===== src/rtl/spi_attn_pkg.sv =====
// Shared types and width helpers for the attenuator SPI master.
// SPI_ATTN_READBACK_EN (optional) adds MISO capture in the top level.
package spi_attn_pkg;

    typedef enum logic [2:0] {
        IDLE,
        SETUP,
        SHIFT,
        HOLD,
        GAP
    } state_t;

    // SPI modes encoded as {CPOL, CPHA}
    localparam logic [1:0] SPI_MODE0 = 2'b00;
    localparam logic [1:0] SPI_MODE1 = 2'b01;
    localparam logic [1:0] SPI_MODE2 = 2'b10;
    localparam logic [1:0] SPI_MODE3 = 2'b11;

    function automatic int bitcnt_w(input int data_w);
        return $clog2(data_w) + 1;
    endfunction

    function automatic int cssel_w(input int num_cs);
        return (num_cs > 1) ? $clog2(num_cs) : 1;
    endfunction

endpackage


===== src/rtl/spi_attn_clkgen.sv =====
// SCLK generator: half-period counter plus SCLK register, with one-cycle
// leading/trailing edge strobes aligned to the clk edge that moves SCLK.
module spi_attn_clkgen
    import spi_attn_pkg::*;
#(
    parameter int CLK_DIV = 20,
    parameter bit CPOL    = 1'b0
) (
    input  logic clk,
    input  logic srst,
    input  logic en,
    input  logic toggle_en,
    output logic tick,
    output logic lead_edge,
    output logic trail_edge,
    output logic sclk
);

    localparam int CW = (CLK_DIV < 2) ? 1 : $clog2(CLK_DIV + 1);
    localparam logic [CW-1:0] CNT_MAX = CW'(CLK_DIV);

    logic [CW-1:0] cnt_reg;
    logic          sclk_reg;

    // tick marks the last cycle of each half-period
    assign tick       = en && (cnt_reg == CNT_MAX);
    assign lead_edge  = tick && toggle_en && (sclk_reg == CPOL);
    assign trail_edge = tick && toggle_en && (sclk_reg != CPOL);
    assign sclk       = sclk_reg;

    always_ff @(posedge clk) begin
        if (srst) begin
            cnt_reg  <= '0;
            sclk_reg <= CPOL;
        end else if (!en) begin
            cnt_reg  <= '0;
            sclk_reg <= CPOL;
        end else begin
            cnt_reg <= tick ? '0 : cnt_reg + CW'(1);
            if (tick && toggle_en) begin
                sclk_reg <= ~sclk_reg;
            end
        end
    end

endmodule


===== src/rtl/spi_attn_master.sv =====
// Multi-select SPI master for attenuators: one word per transfer, valid/ready in, done/err out.
// Define SPI_ATTN_READBACK_EN to add spi_miso capture and the rx_data output.
module spi_attn_master
    import spi_attn_pkg::*;
#(
    parameter int DATA_W    = 32,
    parameter int NUM_CS    = 4,
    parameter int CLK_DIV   = 20,
    parameter bit CPOL      = 1'b0,
    parameter bit CPHA      = 1'b0,
    parameter bit MSB_FIRST = 1'b0,
    localparam int BITCNT_W = bitcnt_w(DATA_W),
    localparam int CSSEL_W  = cssel_w(NUM_CS)
) (
    input  logic                clk,
    input  logic                rst,
    input  logic [DATA_W-1:0]   tx_data,
    input  logic [BITCNT_W-1:0] tx_bits,
    input  logic [CSSEL_W-1:0]  tx_cs_sel,
    input  logic                tx_valid,
    output logic                tx_ready,
    output logic                done,
    output logic                err,
    output logic                spi_sclk,
    output logic                spi_mosi,
    output logic [NUM_CS-1:0]   spi_cs_n
`ifdef SPI_ATTN_READBACK_EN
    ,
    input  logic                spi_miso,
    output logic [DATA_W-1:0]   rx_data
`endif
);

    localparam int EDGE_W = BITCNT_W + 1;
    localparam logic [1:0] MODE = {CPOL, CPHA};
    localparam bit SAMPLE_ON_TRAIL = (MODE == SPI_MODE1) || (MODE == SPI_MODE3);
    localparam logic [BITCNT_W-1:0] FULL_BITS = BITCNT_W'(DATA_W);

    state_t              state_reg;
    logic                start_reg;
    logic                tx_ready_reg;
    logic                done_reg;
    logic                err_reg;
    logic                mosi_reg;
    logic [NUM_CS-1:0]   cs_n_reg;
    logic [DATA_W-1:0]   data_sh_reg;
    logic [BITCNT_W-1:0] nbits_reg;
    logic [CSSEL_W-1:0]  sel_reg;
    logic [EDGE_W-1:0]   edge_cnt_reg;

    logic                tick;
    logic                lead_edge;
    logic                trail_edge;
    logic                last_edge;
    logic                present_edge;
    logic                sel_bad;
    logic                accept;
    logic                next_bit;
    logic [DATA_W-1:0]   data_shifted;
    logic [BITCNT_W-1:0] norm_bits;
    logic [DATA_W-1:0]   load_word;
    logic [NUM_CS-1:0]   cs_hit;

    spi_attn_clkgen #(
        .CLK_DIV (CLK_DIV),
        .CPOL    (CPOL)
    ) u_clkgen (
        .clk        (clk),
        .srst       (rst),
        .en         ((state_reg != IDLE) && !start_reg),
        .toggle_en  (state_reg == SHIFT),
        .tick       (tick),
        .lead_edge  (lead_edge),
        .trail_edge (trail_edge),
        .sclk       (spi_sclk)
    );

    genvar gi;
    generate
        for (gi = 0; gi < NUM_CS; gi++) begin : g_cs_dec
            assign cs_hit[gi] = (sel_reg == CSSEL_W'(gi));
        end
    endgenerate

    // MSB-first words are left-aligned at accept so the outgoing bit is always the top bit
    always_comb begin
        norm_bits = tx_bits;
        if (tx_bits == '0 || tx_bits > FULL_BITS) begin
            norm_bits = FULL_BITS;
        end
        load_word = tx_data;
        if (MSB_FIRST) begin
            load_word = tx_data << (FULL_BITS - norm_bits);
        end
    end

    assign sel_bad      = ({1'b0, tx_cs_sel} >= (CSSEL_W + 1)'(NUM_CS));
    assign accept       = (state_reg == IDLE) && tx_valid && tx_ready_reg && !sel_bad;
    assign next_bit     = MSB_FIRST ? data_sh_reg[DATA_W-1] : data_sh_reg[0];
    assign data_shifted = MSB_FIRST ? (data_sh_reg << 1) : (data_sh_reg >> 1);
    assign last_edge    = (edge_cnt_reg == ({nbits_reg, 1'b0} - EDGE_W'(1)));
    // With CPHA=0 the first bit goes out in SETUP, so the final trailing edge must not advance MOSI
    assign present_edge = SAMPLE_ON_TRAIL ? lead_edge : (trail_edge && !last_edge);

    always_ff @(posedge clk) begin
        if (rst) begin
            state_reg    <= IDLE;
            start_reg    <= 1'b0;
            tx_ready_reg <= 1'b1;
            done_reg     <= 1'b0;
            err_reg      <= 1'b0;
            mosi_reg     <= 1'b0;
            cs_n_reg     <= '1;
            data_sh_reg  <= '0;
            nbits_reg    <= '0;
            sel_reg      <= '0;
            edge_cnt_reg <= '0;
        end else begin
            done_reg <= 1'b0;
            err_reg  <= 1'b0;
            case (state_reg)
                IDLE: begin
                    if (tx_valid && tx_ready_reg) begin
                        if (sel_bad) begin
                            err_reg <= 1'b1;
                        end else begin
                            data_sh_reg  <= load_word;
                            nbits_reg    <= norm_bits;
                            sel_reg      <= tx_cs_sel;
                            edge_cnt_reg <= '0;
                            tx_ready_reg <= 1'b0;
                            start_reg    <= 1'b1;
                            state_reg    <= SETUP;
                        end
                    end
                end
                SETUP: begin
                    if (start_reg) begin
                        start_reg <= 1'b0;
                        cs_n_reg  <= ~cs_hit;
                        if (!SAMPLE_ON_TRAIL) begin
                            mosi_reg    <= next_bit;
                            data_sh_reg <= data_shifted;
                        end
                    end else if (tick) begin
                        edge_cnt_reg <= '0;
                        state_reg    <= SHIFT;
                    end
                end
                SHIFT: begin
                    if (lead_edge || trail_edge) begin
                        edge_cnt_reg <= edge_cnt_reg + EDGE_W'(1);
                        if (present_edge) begin
                            mosi_reg    <= next_bit;
                            data_sh_reg <= data_shifted;
                        end
                        if (last_edge) begin
                            state_reg <= HOLD;
                        end
                    end
                end
                HOLD: begin
                    if (tick) begin
                        cs_n_reg  <= '1;
                        done_reg  <= 1'b1;
                        mosi_reg  <= 1'b0;
                        state_reg <= GAP;
                    end
                end
                GAP: begin
                    if (tick) begin
                        tx_ready_reg <= 1'b1;
                        state_reg    <= IDLE;
                    end
                end
                default: state_reg <= IDLE;
            endcase
        end
    end

`ifdef SPI_ATTN_READBACK_EN
    logic              sample_edge;
    logic [DATA_W-1:0] rx_sh_reg;
    logic [DATA_W-1:0] rx_data_reg;

    assign sample_edge = SAMPLE_ON_TRAIL ? trail_edge : lead_edge;

    // LSB-first capture fills from the top, so it is right-aligned when published
    always_ff @(posedge clk) begin
        if (rst) begin
            rx_sh_reg   <= '0;
            rx_data_reg <= '0;
        end else begin
            if (accept) begin
                rx_sh_reg <= '0;
            end else if (state_reg == SHIFT && sample_edge) begin
                rx_sh_reg <= MSB_FIRST ? {rx_sh_reg[DATA_W-2:0], spi_miso}
                                       : {spi_miso, rx_sh_reg[DATA_W-1:1]};
            end
            if (state_reg == HOLD && tick) begin
                rx_data_reg <= MSB_FIRST ? rx_sh_reg : (rx_sh_reg >> (FULL_BITS - nbits_reg));
            end
        end
    end

    assign rx_data = rx_data_reg;
`else
    logic unused_accept;
    assign unused_accept = accept;
`endif

    assign tx_ready = tx_ready_reg;
    assign done     = done_reg;
    assign err      = err_reg;
    assign spi_mosi = mosi_reg;
    assign spi_cs_n = cs_n_reg;

endmodule


===== config.mk =====
export PLATFORM = sky130hd
export DESIGN_NAME = spi_attn_master
export DESIGN_NICKNAME = d
export VERILOG_FILES = /design/src/rtl/spi_attn_pkg.sv /design/src/rtl/spi_attn_clkgen.sv /design/src/rtl/spi_attn_master.sv
export SDC_FILE = /design/constraint.sdc
export NUM_CORES = 1
export LEC_CHECK = 0
export ABC_AREA = 1
export CORE_ASPECT_RATIO = 1.25
export CORE_UTILIZATION = 49
export CTS_CLUSTER_DIAMETER = 120
export DETAILED_ROUTE_END_ITERATION = 6
export MAX_ROUTING_LAYER = met4
export PLACE_DENSITY = 0.77
export RECOVER_POWER = 100
export SLEW_MARGIN = 10
export SYNTH_ARGS = -nofsm -noshare
export SYNTH_HDL_FRONTEND = slang
export SYNTH_SLANG_ARGS = --single-unit

===== constraint.sdc =====
create_clock -name clk -period 1.7 [get_ports clk]
set_clock_uncertainty 0.1 [all_clocks]
set_input_delay 0.34 -clock clk [delete_from_list [all_inputs] [get_ports clk]]
set_output_delay 0.34 -clock clk [all_outputs]
set_load 0.02 [all_outputs]

==> metrics.txt, run 1 <==
status finished, violations left; failing checks setup timing; final RePlAce weighted congestion 0.867; arrival time at the worst endpoint 2.16 ns; synthesized area 0.00333 mm²; Setup violations, final 50; area of the die 0.00714 mm²; Hold WS 0.390 ns; kind of critical path flop to flop; IO Port Bufs 50; Post-synth EDFFs 0; syn avg cell area 6.36 µm²; Final Non-Filler Cells 712; Final Hold Vio Count 0; gr usage total 24.4%; H-tree levels 3; Fin Setup TNS -10.86 ns; Max Freq 0.498 GHz; Clock transition at path regs 0.08 ns; wire length of the first global-routing pass 12900 µm; vias 3443; Hold Buf Count CTS 0; syn nets 571; ys async rst share 0%; CTS buffer count 9; CTS tree yes; Critical Path, Cell by Cell nor2_2 -> nand2_1 -> clkbuf_4 -> nor2_1 -> inv_1 -> o21ai_1 -> nor2_4 -> nand2_4 -> clkbuf_16 -> nand2_1 -> nand2_1 -> nor2_1; Critical Path Fanout Max 14; pwr dens 1870 mW/mm²; via/cell ratio 4.84; clock sink count 64; Synth area leader dfxtp_1; type of the tightest min-delay check flop to flop; Leakage 2.28 nW; Worst setup endpoint data_sh_reg[14]$_SDFFE_PP0P_; minimum clock period 2.01 ns; final net count 667; Initial DRC Count 194; RSZ-0062 raised after global routing true; Starting Density 50.8%; post-synthesis cell type count 33; FF-to-FF Start state_reg[0]$_SDFFE_PP0P_; post-placement cell count 687; latest clock arrival within the worst-skew pair 0.35 ns; core area 0.00657 mm²; R2R Path End data_sh_reg[14]$_SDFFE_PP0P_; Critical Path Source Type flop; Final ANT Viol Nets 0; DRC errors left 0; most frequent cell after synthesis nand2_1; critical path's most frequent cell nand2_1; Die Wd 75.8 µm; CP max stage delay 0.37 ns; Area contributors post-synth dfxtp_1 (38%), nand2_1 (17%), nor2_1 (11%), inv_1 (7.3%), o21ai_0 (6.5%); final instance area 0.00481 mm²; n_diodes 0; fill count 502; Seq cells post-synth 64; FF-to-FF setup slack -0.31 ns; Final WS setup -0.308 ns; required time of the critical path 1.85 ns; GRT overflow 0; # rows 33; ys flop type dfxtp_1; Critical Path Slowest Stage Cell dfxtp_1; max FFs per register 32; IR drop worst, VDD 1.43 mV; drt wl/cell 11.7 µm; placed cell area 0.00429 mm²; top cells by count, synth nand2_1 (154), nor2_1 (96), inv_1 (65); Longest Clk Path Bufs 2; post-route clock period utilization 118%; synth warn 0; clock root buffer master clkbuf_8; Crit. Startpoint state_reg[0]$_SDFFE_PP0P_; Area Growth Syn to Fin 44.1%; TritonRoute pass-1 iters 6; Routed WL 8330 µm; Yosys top cell area share 38.4%; Die H 94.2 µm; Overall Power 8.98 mW; Final Max Tran Viols 0; register area share after synthesis 38.4%; Post-Synthesis Cells 524; proportion of layout cells with a drive suffix above 1 21.4%; R2R depth 12; hpwl dp 5400 µm; max cap viols 0; IO Pins 52; vias in the first global route 3098; initial antenna violation count 0; largest net degree at the start of global routing 34; Worst setup EP type flop
[power by group]
part	total [mW]	switching, mW	internal (mW)
sequential	2.21	0.217	2.00
clock	1.68	0.621	1.06
combinational	5.08	2.85	2.24
total	8.98	3.68	5.29
[cell usage in the layout (no fill, tap or decap), drive strengths merged]
master,instances
a211oi,5
a21oi,16
a221o,1
a31oi,1
buf,51
bufinv,3
clkbuf,15
clkdlybuf4s50,42
conb,1
dfxtp,64
dlygate4sd2,8
ha,4
inv,71
nand2,160
nand3,15
nand4,6
nor2,99
nor3,6
nor3b,3
o211ai,1
o21ai,46
or2,2
xnor2,2
xor2,3
[metal layers]
layer | track usage, % | part of all wire, % | vias up
met4 | 13.7 | 2.8 | 0
met2 | 41.5 | 53 | 84
met5 | - | 0 | -
met3 | 3.54 | 3.4 | 24
li1 | - | - | 1802
met1 | 26.5 | 41 | 1533
[metrics by stage]
step / util (%) / setup WS [ns]
after floorplan: - / -0.0628
after global placement: 65.3 / -0.191
after detailed placement: 65.3 / -0.225
after CTS: 71.8 / -0.232
after global routing: 73.2 / -0.448
final: 73.2 / -0.308
[what timing repair did]
action / CTS / global route
resized for setup: 49 / 26
gates cloned: 0 / 1
pin swaps: 11 / 9
endpoints found under the setup margin: 54 / 53
buffers inserted: 9 / 1
[cell type report]
type	instances	area [µm²]	share of cell area, %
tap	87	109	2.27
sequential	64	1290	26.8
clock buffer	12	155	3.23
multi-input combinational	371	1870	38.9
clock inverter	4	98.8	2.06
inverter	70	265	5.52
timing repair buffer	104	1020	21.3
[kinds of logic (layout without fill, tap and decap cells)]
logic type / after synthesis / count (layout) / synth area share (%)
flip-flops: 64 / 64 / 38.4
buffers and inverters: 89 / 190 / 10.9
other: 1 / 1 / 0.112
adder cells (fa/ha/maj): 4 / 4 / 1.50
AO/OA/AOI/OAI: 70 / 70 / 11.4
XOR/XNOR: 5 / 5 / 1.31
AND/OR/NAND/NOR: 291 / 291 / 36.4
[worst min path at each step]
stage | cells past startpoint | from | endpoint | slack (ns)
CTS | 2 | spi_cs_n[2]$_SDFFE_PP1P_ | spi_cs_n[2]$_SDFFE_PP1P_ | 0.39
global placement | 2 | data_sh_reg[31]$_SDFFE_PP0P_ | data_sh_reg[31]$_SDFFE_PP0P_ | 0.37
global route | 2 | spi_cs_n[2]$_SDFFE_PP1P_ | spi_cs_n[2]$_SDFFE_PP1P_ | 0.42
finish | 2 | spi_cs_n[2]$_SDFFE_PP1P_ | spi_cs_n[2]$_SDFFE_PP1P_ | 0.39
detailed placement | 2 | spi_cs_n[2]$_SDFFE_PP1P_ | spi_cs_n[2]$_SDFFE_PP1P_ | 0.37
floorplan | 1 | u_clkgen.cnt_reg[0]$_SDFF_PP0_ | u_clkgen.cnt_reg[0]$_SDFF_PP0_ | 0.31
[critical path, delay by kind of cell, from the launching register on]
family          cells  cell delay, ns
simple gates        8            0.82
compound gates      1            0.17
flops               1            0.37
buf+inv             3            0.45
(Power assumes the default switching activity.)
==> run 2, diff against run 1 <==
- CORE_MARGIN: not set -> 2
==> metrics.txt, run 2 (synthesis gave the netlist of run 1 again) <==
Hold WS 0.373 ns; most frequent cells in the layout nand2_1 (132), nor2_1 (77), inv_1 (59), dfxtp_1 (59), clkdlybuf4s50_1 (42); Final ANT Viol Nets 0; pwr dens 1860 mW/mm²; area of the die 0.00749 mm²; Buf/Inv on CP 2; failing checks setup timing; via/cell ratio 4.93; max FFs per register 32; Clock transition at path regs 0.07 ns; CP max stage delay 0.45 ns; Hold Buf Count CTS 0; RSZ-0062 raised after global routing true; fill count 492; Critical Path, Cell by Cell nor2_2 -> nand2_1 -> nand2_1 -> nor2_8 -> inv_4 -> nand2_4 -> o21ai_4 -> nor2_4 -> nand2_8 -> clkbuf_16 -> nand2_2 -> nand2_1 -> nor2_1; IO Pins 52; n_diodes 0; status finished, violations left; CTS tree yes; wire length of the first global-routing pass 12900 µm; R2R depth 13; IR drop worst, VDD 0.945 mV; DRC errors left 0; drt wl/cell 12.2 µm; Final Max Tran Viols 0; Critical Path Source Type flop; H-tree levels 3; GRT overflow 0; final RePlAce weighted congestion 0.879; commonest non-fill, non-tap cell in the layout nand2_1; Top delay family on crit path simple AND/OR/NAND/NOR gates; minimum clock period 2.06 ns; hpwl dp 5450 µm; CTS buffer count 9; max cap viols 0; clock root buffer master clkbuf_8; Max Freq 0.486 GHz; Starting Density 50.8%; type of the tightest min-delay check flop to flop; core area 0.00657 mm²; arrival time at the worst endpoint 2.23 ns; Final Non-Filler Cells 714; cell count along the critical path 13; area taken by multi-input logic gates 0.00197 mm²; Area Growth Syn to Fin 45.3%; vias 3523; final net count 670; Critical Path Slowest Stage Cell dfxtp_1; gr usage total 22.3%; Leakage 2.27 nW; Final WS setup -0.359 ns; Setup violations, final 44; post-route clock period utilization 121%; hold depth 2; # rows 33; required time of the critical path 1.87 ns; Worst setup EP type flop; Critical Path Fanout Max 14; post-placement cell count 686; clock sink count 64; Initial DRC Count 127; critical path's most frequent cell nand2_1; Die Wd 77.8 µm; largest net degree at the start of global routing 41; Final Hold Vio Count 0; TritonRoute pass-1 iters 4; initial antenna violation count 0; proportion of layout cells with a drive suffix above 1 24.7%; Die H 96.2 µm; latest clock arrival within the worst-skew pair 0.34 ns; IO Port Bufs 50; Routed WL 8730 µm; vias in the first global route 3154; Longest Clk Path Bufs 2; FF/Latch Area 0.00129 mm²; kind of critical path flop to flop
[run 2: changes by cell type in the layout (fill, tap and decap cells not counted), moves of 4 or more]
cell     change
nand2_4      +4
nor2_2       +9
nand2_1     -17
nor2_1      -11
nand2_2     +13
[run 2: repair_timing]
item,in CTS,in global routing
cloned,1,5
pin swaps,6,20
setup buffers,5,4
resized for setup,26,76
setup endpoints to repair,54,49
[run 2: final cells by class]
cell class	instances	share of cell area (%)
well taps	87	2.25
inverters	70	5.47
flip-flops and latches	64	26.6
repair buffers	106	21.6
multi-input cells	372	40.6
clock inverters	3	0.361
clock buffers	12	3.20
[run 2: final timing paths]
path                        startpoint                      endpoint  slack (ns)
max          state_reg[2]$_SDFFE_PP0P_  data_sh_reg[14]$_SDFFE_PP0P_       -0.36
min           spi_cs_n[2]$_SDFFE_PP1P_      spi_cs_n[2]$_SDFFE_PP1P_        0.37
max reg2reg  state_reg[2]$_SDFFE_PP0P_  data_sh_reg[14]$_SDFFE_PP0P_       -0.36
min reg2reg   spi_cs_n[2]$_SDFFE_PP1P_      spi_cs_n[2]$_SDFFE_PP1P_        0.37
[run 2: layer usage]
metal  wire length [µm]  share of wire [%]  vias up  GRT usage [%]
met4                193                2.2        0           9.82
met1               3620                 41     1613           23.0
met2               4640                 53       67           40.4
met3                277                3.2       22           5.44
met5                  0                  0        -              -
li1                   -                  -     1821              -
[run 2: per-stage QoR]
step	cell area, µm²	power, mW	setup slack, ns	TNS, ns	util (%)
5_1_grt	4850	9.78	-0.446	-16.77	73.8
3_5_place_dp	4270	6.52	-0.247	-8.74	65.0
6_report	4850	9.03	-0.359	-12.23	73.8
3_3_place_gp	4270	6.39	-0.186	-6.83	65.0
2_1_floorplan	3370	5.25	-0.0628	-2.02	-
4_1_cts	4520	7.91	-0.207	-7.14	68.9
[run 2: report_power, final]
group | total [mW] | internal, mW | switching (mW)
logic | 5.65 | 2.51 | 3.15
clock network | 1.17 | 0.596 | 0.576
registers | 2.21 | 2.00 | 0.210
[run 2: tightest hold or removal path, cell delays in order (launching register included)]
cell and delay, ns:
dfxtp_1 0.32, nand2_1 0.05, nand3_1 0.07
